$ cat src/rtl/div_pkg.sv
// Shared constants for the multi-cycle DIV/DIVU unit: widths, FSM state codes
// and the divide-by-zero quotient.
package div_pkg;
  localparam int WIDTH = 32;
  localparam int CNT_W = 5;

  localparam logic [1:0] ST_IDLE  = 2'd0;
  localparam logic [1:0] ST_CALC  = 2'd1;
  localparam logic [1:0] ST_FIXUP = 2'd2;
  localparam logic [1:0] ST_DONE  = 2'd3;

  localparam logic [WIDTH-1:0] DZ_QUOT = 32'hFFFF_FFFF;
endpackage

$ cat src/rtl/neg_cond_32b.sv
// Conditional two's-complement negate: O = en ? -A : A.
// Inverts through xor_32b, then adds en to finish the negation.
module neg_cond_32b (
  input  logic [31:0] A,
  input  logic        en,
  output logic [31:0] O
);
  logic [31:0] inv;

  xor_32b u_xor (
    .A (A),
    .B ({32{en}}),
    .O (inv)
  );

  assign O = inv + {31'd0, en};
endmodule

$ cat src/rtl/xor_32b.sv
// Bitwise 32-bit XOR, the building block used for conditional inversion.
module xor_32b (
  input  logic [31:0] A,
  input  logic [31:0] B,
  output logic [31:0] O
);
  assign O = A ^ B;
endmodule

$ cat src/rtl/div_32b.sv
// Restoring shift-subtract divider for MIPS DIV/DIVU, one quotient bit per clock.
// Quotient goes to Q (LO) and remainder to R (HI); divide by zero completes in one cycle.
module div_32b
  import div_pkg::*;
(
  input  logic             clk,
  input  logic             rst,
  input  logic             start,
  input  logic             is_signed,
  input  logic [WIDTH-1:0] A,
  input  logic [WIDTH-1:0] B,
  output logic             busy,
  output logic             done,
  output logic [WIDTH-1:0] Q,
  output logic [WIDTH-1:0] R,
  output logic             dz
);
  logic [1:0]       state_q, state_d;
  logic [CNT_W-1:0] cnt_q, cnt_d;
  logic [WIDTH-1:0] rem_q, rem_d, quo_q, quo_d, babs_q, babs_d;
  logic [WIDTH-1:0] q_q, q_d, r_q, r_d;
  logic             sa_q, sa_d, sb_q, sb_d, dz_q, dz_d;

  logic             sa_in, sb_in;
  logic [WIDTH-1:0] a_abs, b_abs, q_fix, r_fix;
  logic [WIDTH:0]   rem_sh, diff;

  assign sa_in = is_signed & A[WIDTH-1];
  assign sb_in = is_signed & B[WIDTH-1];

  neg_cond_32b u_neg_a (.A(A),     .en(sa_in),       .O(a_abs));
  neg_cond_32b u_neg_b (.A(B),     .en(sb_in),       .O(b_abs));
  neg_cond_32b u_neg_q (.A(quo_q), .en(sa_q ^ sb_q), .O(q_fix));
  neg_cond_32b u_neg_r (.A(rem_q), .en(sa_q),        .O(r_fix));

  // Shifted remainder needs 33 bits when the divisor magnitude exceeds 2^31.
  assign rem_sh = {rem_q, quo_q[WIDTH-1]};
  assign diff   = rem_sh - {1'b0, babs_q};

  always_comb begin
    state_d = state_q;
    cnt_d   = cnt_q;
    rem_d   = rem_q;
    quo_d   = quo_q;
    babs_d  = babs_q;
    sa_d    = sa_q;
    sb_d    = sb_q;
    q_d     = q_q;
    r_d     = r_q;
    dz_d    = dz_q;
    case (state_q)
      ST_IDLE: begin
        if (start) begin
          sa_d   = sa_in;
          sb_d   = sb_in;
          quo_d  = a_abs;
          babs_d = b_abs;
          rem_d  = '0;
          cnt_d  = '0;
          if (B == '0) begin
            q_d     = DZ_QUOT;
            r_d     = A;
            dz_d    = 1'b1;
            state_d = ST_DONE;
          end else begin
            q_d     = '0;
            r_d     = '0;
            dz_d    = 1'b0;
            state_d = ST_CALC;
          end
        end
      end
      ST_CALC: begin
        quo_d = {quo_q[WIDTH-2:0], ~diff[WIDTH]};
        rem_d = diff[WIDTH] ? rem_sh[WIDTH-1:0] : diff[WIDTH-1:0];
        cnt_d = cnt_q + 1'b1;
        if (cnt_q == CNT_W'(WIDTH - 1)) state_d = ST_FIXUP;
      end
      ST_FIXUP: begin
        q_d     = q_fix;
        r_d     = r_fix;
        state_d = ST_DONE;
      end
      default: state_d = ST_IDLE;
    endcase
  end

  always_ff @(posedge clk) begin
    if (rst) begin
      state_q <= ST_IDLE;
      cnt_q   <= '0;
      rem_q   <= '0;
      quo_q   <= '0;
      babs_q  <= '0;
      sa_q    <= 1'b0;
      sb_q    <= 1'b0;
      q_q     <= '0;
      r_q     <= '0;
      dz_q    <= 1'b0;
    end else begin
      state_q <= state_d;
      cnt_q   <= cnt_d;
      rem_q   <= rem_d;
      quo_q   <= quo_d;
      babs_q  <= babs_d;
      sa_q    <= sa_d;
      sb_q    <= sb_d;
      q_q     <= q_d;
      r_q     <= r_d;
      dz_q    <= dz_d;
    end
  end

  assign busy = (state_q != ST_IDLE);
  assign done = (state_q == ST_DONE);
  assign Q    = q_q;
  assign R    = r_q;
  assign dz   = dz_q;
endmodule

$ cat config.mk
export PLATFORM = sky130hd
export DESIGN_NAME = div_32b
export DESIGN_NICKNAME = d
export VERILOG_FILES = /design/src/rtl/div_pkg.sv /design/src/rtl/neg_cond_32b.sv /design/src/rtl/xor_32b.sv /design/src/rtl/div_32b.sv
export SDC_FILE = /design/constraint.sdc
export NUM_CORES = 1
export LEC_CHECK = 0
export BUFFER_PORTS_ARGS = -buffer_cell sky130_fd_sc_hd__buf_4
export CAP_MARGIN = 30
export CORE_MARGIN = 4
export CORE_UTILIZATION = 50
export CTS_CLUSTER_SIZE = 20
export DETAILED_ROUTE_END_ITERATION = 8
export PLACE_DENSITY_LB_ADDON = 0.25
export SLEW_MARGIN = 20
export SYNTH_ARGS = -nofsm -noshare
export SYNTH_HDL_FRONTEND = slang
export SYNTH_HIERARCHICAL = 1
export SYNTH_SLANG_ARGS = --single-unit
$ cat constraint.sdc
create_clock -name clk -period 6 [get_ports clk]
set_input_delay 0.9 -clock clk [delete_from_list [all_inputs] [get_ports clk]]
set_output_delay 0.9 -clock clk [all_outputs]
set_load 0.02 [all_outputs]
==> results.yml, run 1 <==
yosys:
  syn-instance-count: 1581
  ys.flop_type: "dfxtp_1"
  syn_area_um2: 12300
  synth.top_cells.by_area: "dfxtp_1 (28%), xor2_1 (13%), xnor2_1 (6.4%)"
  synth-seq-area-share: 0.276
  synth.most_common_cell: "xor2_1"
  synth-edff-count: 0
  async_reset_ff_frac: 0
  synth.distinct_cells: 63
  synth_seq_cells: 170
  synth_common_cells: "xor2_1 (186), nand2_1 (179), dfxtp_1 (170)"
  ys_warn_count: 6
  syn_nets: 1700
  synth.avg_cell_area_um2: 7.79
  synthDominantCellAreaShare: 0.276
  yosys.area.top_type: "dfxtp_1"
sta:
  finalCriticalPeriod_ns: 3.61
  fin_setup_tns_ns: 0
  slew_violations: 0
  relSlewSlack: 0.349
  rsz0062_at_grt: "no"
  tightest_slew_ns: 0.974
  finalSetupViolations: 0
  hold_viol: 0
  skew_ns: 0.0127
  fmax_mhz: 277
  fin_crit_sh: 0.601
job:
  max-cap-violations: 0
worst_setup_path:
  slowest_delay_ns: 0.39
  crit_path_start_kind: "flop"
  cp_max_fo: 22
  required_ns: 6.39
  crit_chain: "inv_1 > ha_1 > inv_1 > fa_1 > a21o_1 > a221o_1 > a21oi_4 > o211ai_2 > a21oi_4 > mux2i_1 > or2_1 > buf_4 > nor4b_1 > a21o_1"
  cp-end-kind: "flop"
  worstPathArrival_ns: 4.00
  slowest_stage: "fa_1"
  crit_type: "flop to flop"
clock_network:
  cts-buffers-inserted: 17
  cts_tree: "built"
  path_clk_slew_ns: 0.08
  cts_setup_buffers: 0
  clk_latency_ns: 0.44
  cts.sinks: 170
  cts_max_level: 4
  clockRootBuffer: "clkbuf_16"
  ctsHoldBuffers: 0
  cts-resized-gates: 0
  clockBufferDepth: 2
layout:
  multiInputGateArea_um2: 8480
  nets: 1793
  drive_above_1_share: 0.126
  area_delta_synth_final_pct: 15.6
  seqCellArea_um2: 3400
  n_fill_cell: 2277
  antenna-diode-count: 0
place:
  dp_hpwl_mm: 27.4
  gp_congestion: 0.963
  io_buffers: 134
floorplan:
  fp.coreArea_um2: 24200
  die_w_um: 165
  die_h_um: 165
  rows: 57
  start_util: 0.508
  dieArea_um2: 27200
  io_pins: 135
route:
  antenna_left: 0
  routed_wl_mm: 35.7
  dr.pass1.iters: 5
  first_iter_violations: 907
  wire_per_inst_um: 17.7
  via_per_inst: 5.81
  vias: 11700
  drc: 0
global_route:
  grt_start_max_net_pins: 67
  grt_use_total: 0.260
  grt_overflow: 0
  grt_pass1_vias: 11000
  grt_pass1_wl_mm: 57.2
  antenna_found_initial: 0
pwr:
  leakagePower_nw: 6.02
  powerDensity_nw_per_um2: 439
  peakVddDrop_uv: 227
  p_total_mw: 6.25
hold_path:
  min_path_type: "flop to flop"
outcome:
  status: "finished clean"
[area by class of cell]
type,instances,share of cell area
Multi-Input combinational cell,1284,0.595
Sequential cell,170,0.239
Timing Repair Buffer,149,0.0785
Clock buffer,17,0.0299
Tap cell,324,0.0285
Clock inverter,15,0.0155
Inverter,52,0.0137
[per-layer routing]
layer	global-route usage	vias to the layer above	wire (µm)
met4	0.0949	0	1120
met5	0	-	0
li1	-	5802	-
met2	0.443	351	17000
met1	0.336	5466	15500
met3	0.0337	55	2070
[where the power goes]
part | switching (mW) | leakage, nW | internal, mW | total, mW
registers | 0.250 | 1.39 | 1.44 | 1.69
logic | 2.04 | 4.32 | 1.33 | 3.37
clock network | 0.575 | 0.310 | 0.613 | 1.19
[flip-flops by register name, indices dropped and copies added, names as in the netlist]
name	flops
rem_q	32
sb_q	1
R	32
quo_q	32
state_q	2
babs_q	32
cnt_q	5
dz	1
Q	32
sa_q	1
[stage by stage]
step            util  worst slack, ns  std cells  area [µm²]  hold slack [ns]
3_3_place_gp   0.561             2.18       1979       13600            0.444
6_report       0.587             2.39       2011       14200            0.458
3_5_place_dp   0.561             2.20       1979       13600            0.450
4_1_cts        0.587             2.42       2011       14200            0.461
2_1_floorplan      -            0.568       1581       12300            0.436
5_1_grt        0.587             2.17       2011       14200            0.478
[kinds of logic after synthesis]
group | synth area share
DFF | 0.276
AOI/OAI and AO/OA | 0.150
adders and majority gates | 0.0524
muxes | 0.0244
xor gates and xnor gates | 0.196
buffers and inverters | 0.0405
and+or+nand+nor | 0.261
[final timing paths]
path / startpoint / endpoint / slack [ns] / cells after the start
hold / removal: babs_q[20] / babs_q[20] / 0.46 / 2
setup reg to reg: quo_q[31] / rem_q[31] / 2.39 / 14
hold reg to reg: babs_q[20] / babs_q[20] / 0.46 / 2
setup / recovery: quo_q[31] / rem_q[31] / 2.39 / 14
[critical path: cells and delay by family (launching register included)]
family | cells | cell delay, ns
adders and majority gates | 2 | 0.56
buffers and inverters | 3 | 0.44
muxes | 1 | 0.33
and+or+nand+nor | 2 | 0.48
AOI/OAI and AO/OA | 6 | 1.40
DFF | 1 | 0.35
[placed cells by master (no fill, tap or decap), drive strengths merged, types with 17 or more instances in the layout]
| cell | instances |
|---|---|
| a211oi | 42 |
| a21oi | 72 |
| a221oi | 34 |
| and3 | 20 |
| and4 | 17 |
| buf | 149 |
| clkbuf | 17 |
| dfxtp | 170 |
| ha | 50 |
| inv | 57 |
| mux2i | 30 |
| nand2 | 179 |
| nand3 | 48 |
| nand4 | 54 |
| nor2 | 148 |
| nor3 | 122 |
| o21ai | 56 |
| o22ai | 26 |
| xnor2 | 90 |
| xor2 | 186 |
(Power assumes the default switching activity.)
==> inputs of run 2 (changes only) <==
clock period = 3.5 ns   (was 6 ns; I/O delays follow)
==> run 2 against run 1 <==
  * Utilization grew 0.76 points
  * Register-to-register slack lost 2.2 ns
  * Worst setup slack lost 2.2 ns
  * Wire length shrank 2.3%
  * Sequential share of layout area shrank 0.29 points
  * Clock skew grew 0.00094 ns
  * Final area grew 1.3%
  * Clock power grew 61%
==> results.yml, run 2 (synthesized netlist as in run 1, its figures left out) <==
outcome:
  status: "finished clean"
route:
  dr.pass1.iters: 6
  antenna_left: 0
  drc: 0
  routed_wl_mm: 34.9
  first_iter_violations: 982
  wire_per_inst_um: 17.1
  vias: 11800
  via_per_inst: 5.81
sta:
  fmax_mhz: 299
  fin_crit_sh: 0.956
  rsz0062_at_grt: "no"
  hold_viol: 0
  tightest_slew_ns: 0.851
  fin_setup_tns_ns: 0
  finalCriticalPeriod_ns: 3.35
  relSlewSlack: 0.431
  skew_ns: 0.0137
  slew_violations: 0
  finalSetupViolations: 0
worst_setup_path:
  worstPathArrival_ns: 3.64
  crit_path_start_kind: "flop"
  cp_max_fo: 10
  crit_type: "flop to flop"
  required_ns: 3.79
  rr_worst_depth: 14
  cp-end-kind: "flop"
global_route:
  grt_overflow: 0
  antenna_found_initial: 0
  use_met3: 0.0324
  grt_start_max_net_pins: 93
  grt_pass1_vias: 11300
  grt_use_met1: 0.332
  grt_use_total: 0.257
  grt_pass1_wl_mm: 57.0
  top_usage_layer: "met2"
  grtUsageMet2: 0.437
hold_path:
  hold_depth: 3
  min_path_type: "input port to flop"
layout:
  antenna-diode-count: 0
  area_delta_synth_final_pct: 17.1
  n_fill_cell: 2270
  final_cell_mix: "xor2_1 (185), nand2_1 (179), dfxtp_1 (169)"
  multiInputGateArea_um2: 8480
  nets: 1816
  final_common_cell: "xor2_1"
  seqCellArea_um2: 3410
  drive_above_1_share: 0.137
  fin_cells: 2034
floorplan:
  fp.coreArea_um2: 24200
  dieArea_um2: 27200
  die_h_um: 165
  io_pins: 135
  rows: 57
  start_util: 0.508
  die_w_um: 165
clock_network:
  clk_latency_ns: 0.44
  clockRootBuffer: "clkbuf_16"
  clockBufferDepth: 2
  cts_tree: "built"
  cts_max_level: 4
  cts-buffers-inserted: 17
  cts.sinks: 170
  path_clk_slew_ns: 0.07
place:
  dp_hpwl_mm: 27.1
  gp_congestion: 0.901
  dp.cells: 2002
  io_buffers: 134
pwr:
  p_total_mw: 10.7
  leakagePower_nw: 6.12
  peakVddDrop_uv: 315
  powerDensity_nw_per_um2: 742
job:
  max-cap-violations: 0
## run 2: changes by cell type in the layout (fill, tap and decap cells not counted), sizes merged
cell / change
clkinv: -4
clkinvlp: +3
buf: +23
clkbuf: +1
## run 2: worst max-delay path: stages, from the launching register on
cell and delay [ns]:
dfxtp_1 0.31, inv_1 0.05, ha_1 0.16, inv_1 0.05, fa_1 0.39, a21o_1 0.22, a221o_1 0.37, a21oi_4 0.21
o211ai_2 0.19, a21oi_4 0.24, mux2i_1 0.11, or2_1 0.28, buf_4 0.19, a222oi_1 0.35, nor2_1 0.06
## run 2: metrics by stage
step,setup slack [ns],util,cell area (µm²),hold slack (ns)
after global routing,0.00978,0.595,14400,0.414
after global placement,0.241,0.571,13800,0.443
after detailed placement,0.183,0.571,13800,0.448
after floorplan,0.0712,-,12300,0.436
after CTS,0.155,0.595,14400,0.398
final,0.154,0.595,14400,0.406
## run 2: layout make-up
type,instances,share of cell area
Multi-Input combinational cell,1284,0.587
Tap cell,324,0.0281
Clock buffer,18,0.0297
Clock inverter,14,0.0113
Timing Repair Buffer,172,0.0938
Inverter,52,0.0135
Sequential cell,170,0.236
## run 2: path summary, 6_finish.rpt
| kind | start | to | slack [ns] |
|---|---|---|---|
| worst min register to register | babs_q[1] | babs_q[1] | 0.46 |
| worst min-delay path | A[6] | R[6] | 0.41 |
| worst max-delay path | quo_q[31] | quo_q[0] | 0.15 |
| worst max register to register | quo_q[31] | quo_q[0] | 0.15 |
## run 2: power by group
part / switching, mW / internal [mW]
sequential: 0.416 / 2.47
clock: 0.895 / 1.01
combinational: 3.52 / 2.39
## run 2: metal layers
metal | part of all wire | wire [µm]
met5 | 0 | 0
met4 | 0.037 | 1300
met3 | 0.059 | 2060
met2 | 0.48 | 16600
met1 | 0.43 | 14900
## run 2: what timing repair did
item,CTS,global route
setup endpoints to repair,0,1
hold buffers,0,0
buffers inserted,0,0
resized for setup,0,0
==> inputs of run 3 (changes only) <==
RECOVER_POWER = 100   (was default)
==> run 3 against run 2 <==
  * Clock power about the same
  * Critical path depth unchanged
  * Cell count unchanged
  * Non-clock buffer count unchanged
  * First-iteration DRC count decreased by 4.7%
  * Power decreased by 2.0%
  * Sequential share of layout area increased by 0.47 points
  * Maximum frequency about the same
  * Largest cell class unchanged
==> results.yml, run 3 (synthesized netlist as in run 1, its figures left out) <==
outcome:
  status: "finished clean"
clock_network:
  clockBufferDepth: 2
  cts_setup_buffers: 0
  ctsHoldBuffers: 0
  cts.sinks: 170
  cts-buffers-inserted: 17
  cts_tree: "built"
  clk_latency_ns: 0.44
  cts-resized-gates: 0
  clockRootBuffer: "clkbuf_16"
  path_clk_slew_ns: 0.07
  cts_max_level: 4
floorplan:
  dieArea_um2: 27200
  io_pins: 135
  die_h_um: 165
  die_w_um: 165
  fp.coreArea_um2: 24200
  rows: 57
  start_util: 0.508
place:
  gp_congestion: 0.901
  io_buffers: 134
  postPlaceCellArea_um2: 13800
  dp.cells: 2002
  dp_hpwl_mm: 27.1
route:
  wire_per_inst_um: 17.2
  via_per_inst: 5.79
  vias: 11800
  dr.pass1.iters: 6
  antenna_left: 0
  drc: 0
  first_iter_violations: 936
  routed_wl_mm: 35.0
hold_path:
  min_path_type: "input port to flop"
  hold_end: "R[9]"
  hold_depth: 3
  hold_start: "A[9]"
layout:
  postLayoutCellArea_um2: 14100
  nets: 1816
  final_common_cell: "xor2_1"
  fin_cells: 2034
  area_delta_synth_final_pct: 14.7
  drive_above_1_share: 0.0918
  antenna-diode-count: 0
  final_cell_mix: "xor2_1 (185), nand2_1 (179), dfxtp_1 (170)"
global_route:
  grt_pass1_wl_mm: 57.0
  antenna_found_initial: 0
  grt_start_max_net_pins: 93
  grt_pass1_vias: 11300
  grt_overflow: 0
  grt_use_total: 0.257
worst_setup_path:
  cp_max_fo: 10
  rr_worst_depth: 14
  crit_type: "flop to flop"
  required_ns: 3.79
  r2r-end: "quo_q[0]"
  timing.rr.start: "quo_q[31]"
  worstPathArrival_ns: 3.64
  cp-end-kind: "flop"
  ff2ff_setup_slack_ns: 0.15
  crit_path_start_kind: "flop"
sta:
  tightest_slew_ns: 1.28
  hold_viol: 0
  hold_slack_ns: 0.410
  finalSetupViolations: 0
  slew_violations: 0
  relSlewSlack: 0.147
  fin_crit_sh: 0.957
  fmax_mhz: 299
  rsz0062_at_grt: "no"
  fin_setup_tns_ns: 0
  skew_ns: 0.0157
  finalCriticalPeriod_ns: 3.35
pwr:
  peakVddDrop_uv: 315
  leakagePower_nw: 5.82
  p_total_mw: 10.5
  powerDensity_nw_per_um2: 743
job:
  max-cap-violations: 0
==> run 3: cell types whose count changed in the layout (fill, tap and decap cells not counted), sizes merged <==
cell | before | now
buf | 172 | 101
clkbuf | 18 | 89
==> run 3: final cells by class <==
| class | count | area, µm² |
|---|---|---|
| Timing Repair Buffer | 172 | 1090 |
| Tap cell | 324 | 405 |
| Sequential cell | 170 | 3400 |
| Clock inverter | 14 | 163 |
| Fill cell | 2319 | 10100 |
| Inverter | 52 | 195 |
| Clock buffer | 18 | 429 |
| Multi-Input combinational cell | 1284 | 8450 |
==> run 3: power by group <==
| part | internal [mW] | total [mW] | switching [mW] |
|---|---|---|---|
| clock network | 1.01 | 1.91 | 0.899 |
| registers | 2.47 | 2.88 | 0.411 |
| logic | 2.18 | 5.70 | 3.52 |
==> run 3: worst max path at each step <==
stage	from	end	cells past startpoint
floorplan	sa_q	Q[26]	8
global placement	is_signed	quo_q[24]	11
detailed placement	quo_q[31]	rem_q[27]	14
CTS	quo_q[31]	quo_q[0]	14
global route	quo_q[31]	quo_q[0]	14
finish	quo_q[31]	quo_q[0]	14
==> run 3: stage by stage <==
stage               setup WS [ns]  utilization
floorplan                  0.0712            -
global placement            0.241        0.571
detailed placement          0.183        0.571
CTS                         0.155        0.595
global route              0.00981        0.583
finish                      0.152        0.583
==> run 3: routing by layer <==
metal,track usage,vias up,part of all wire
met5,0,-,0
met4,0.101,0,0.036
met3,0.0324,79,0.060
met2,0.437,408,0.48
met1,0.332,5456,0.43
li1,-,5842,-
==> run 3: worst max-delay path, stage by stage (launching register included) <==
cell      delay [ns]
dfxtp_1         0.31
inv_1           0.05
ha_1            0.16
inv_1           0.05
fa_1            0.39
a21o_1          0.22
a221o_1         0.37
a21oi_4         0.21
o211ai_2        0.19
a21oi_4         0.24
mux2i_1         0.11
or2_1           0.28
buf_4           0.20
a222oi_1        0.35
nor2_1          0.07
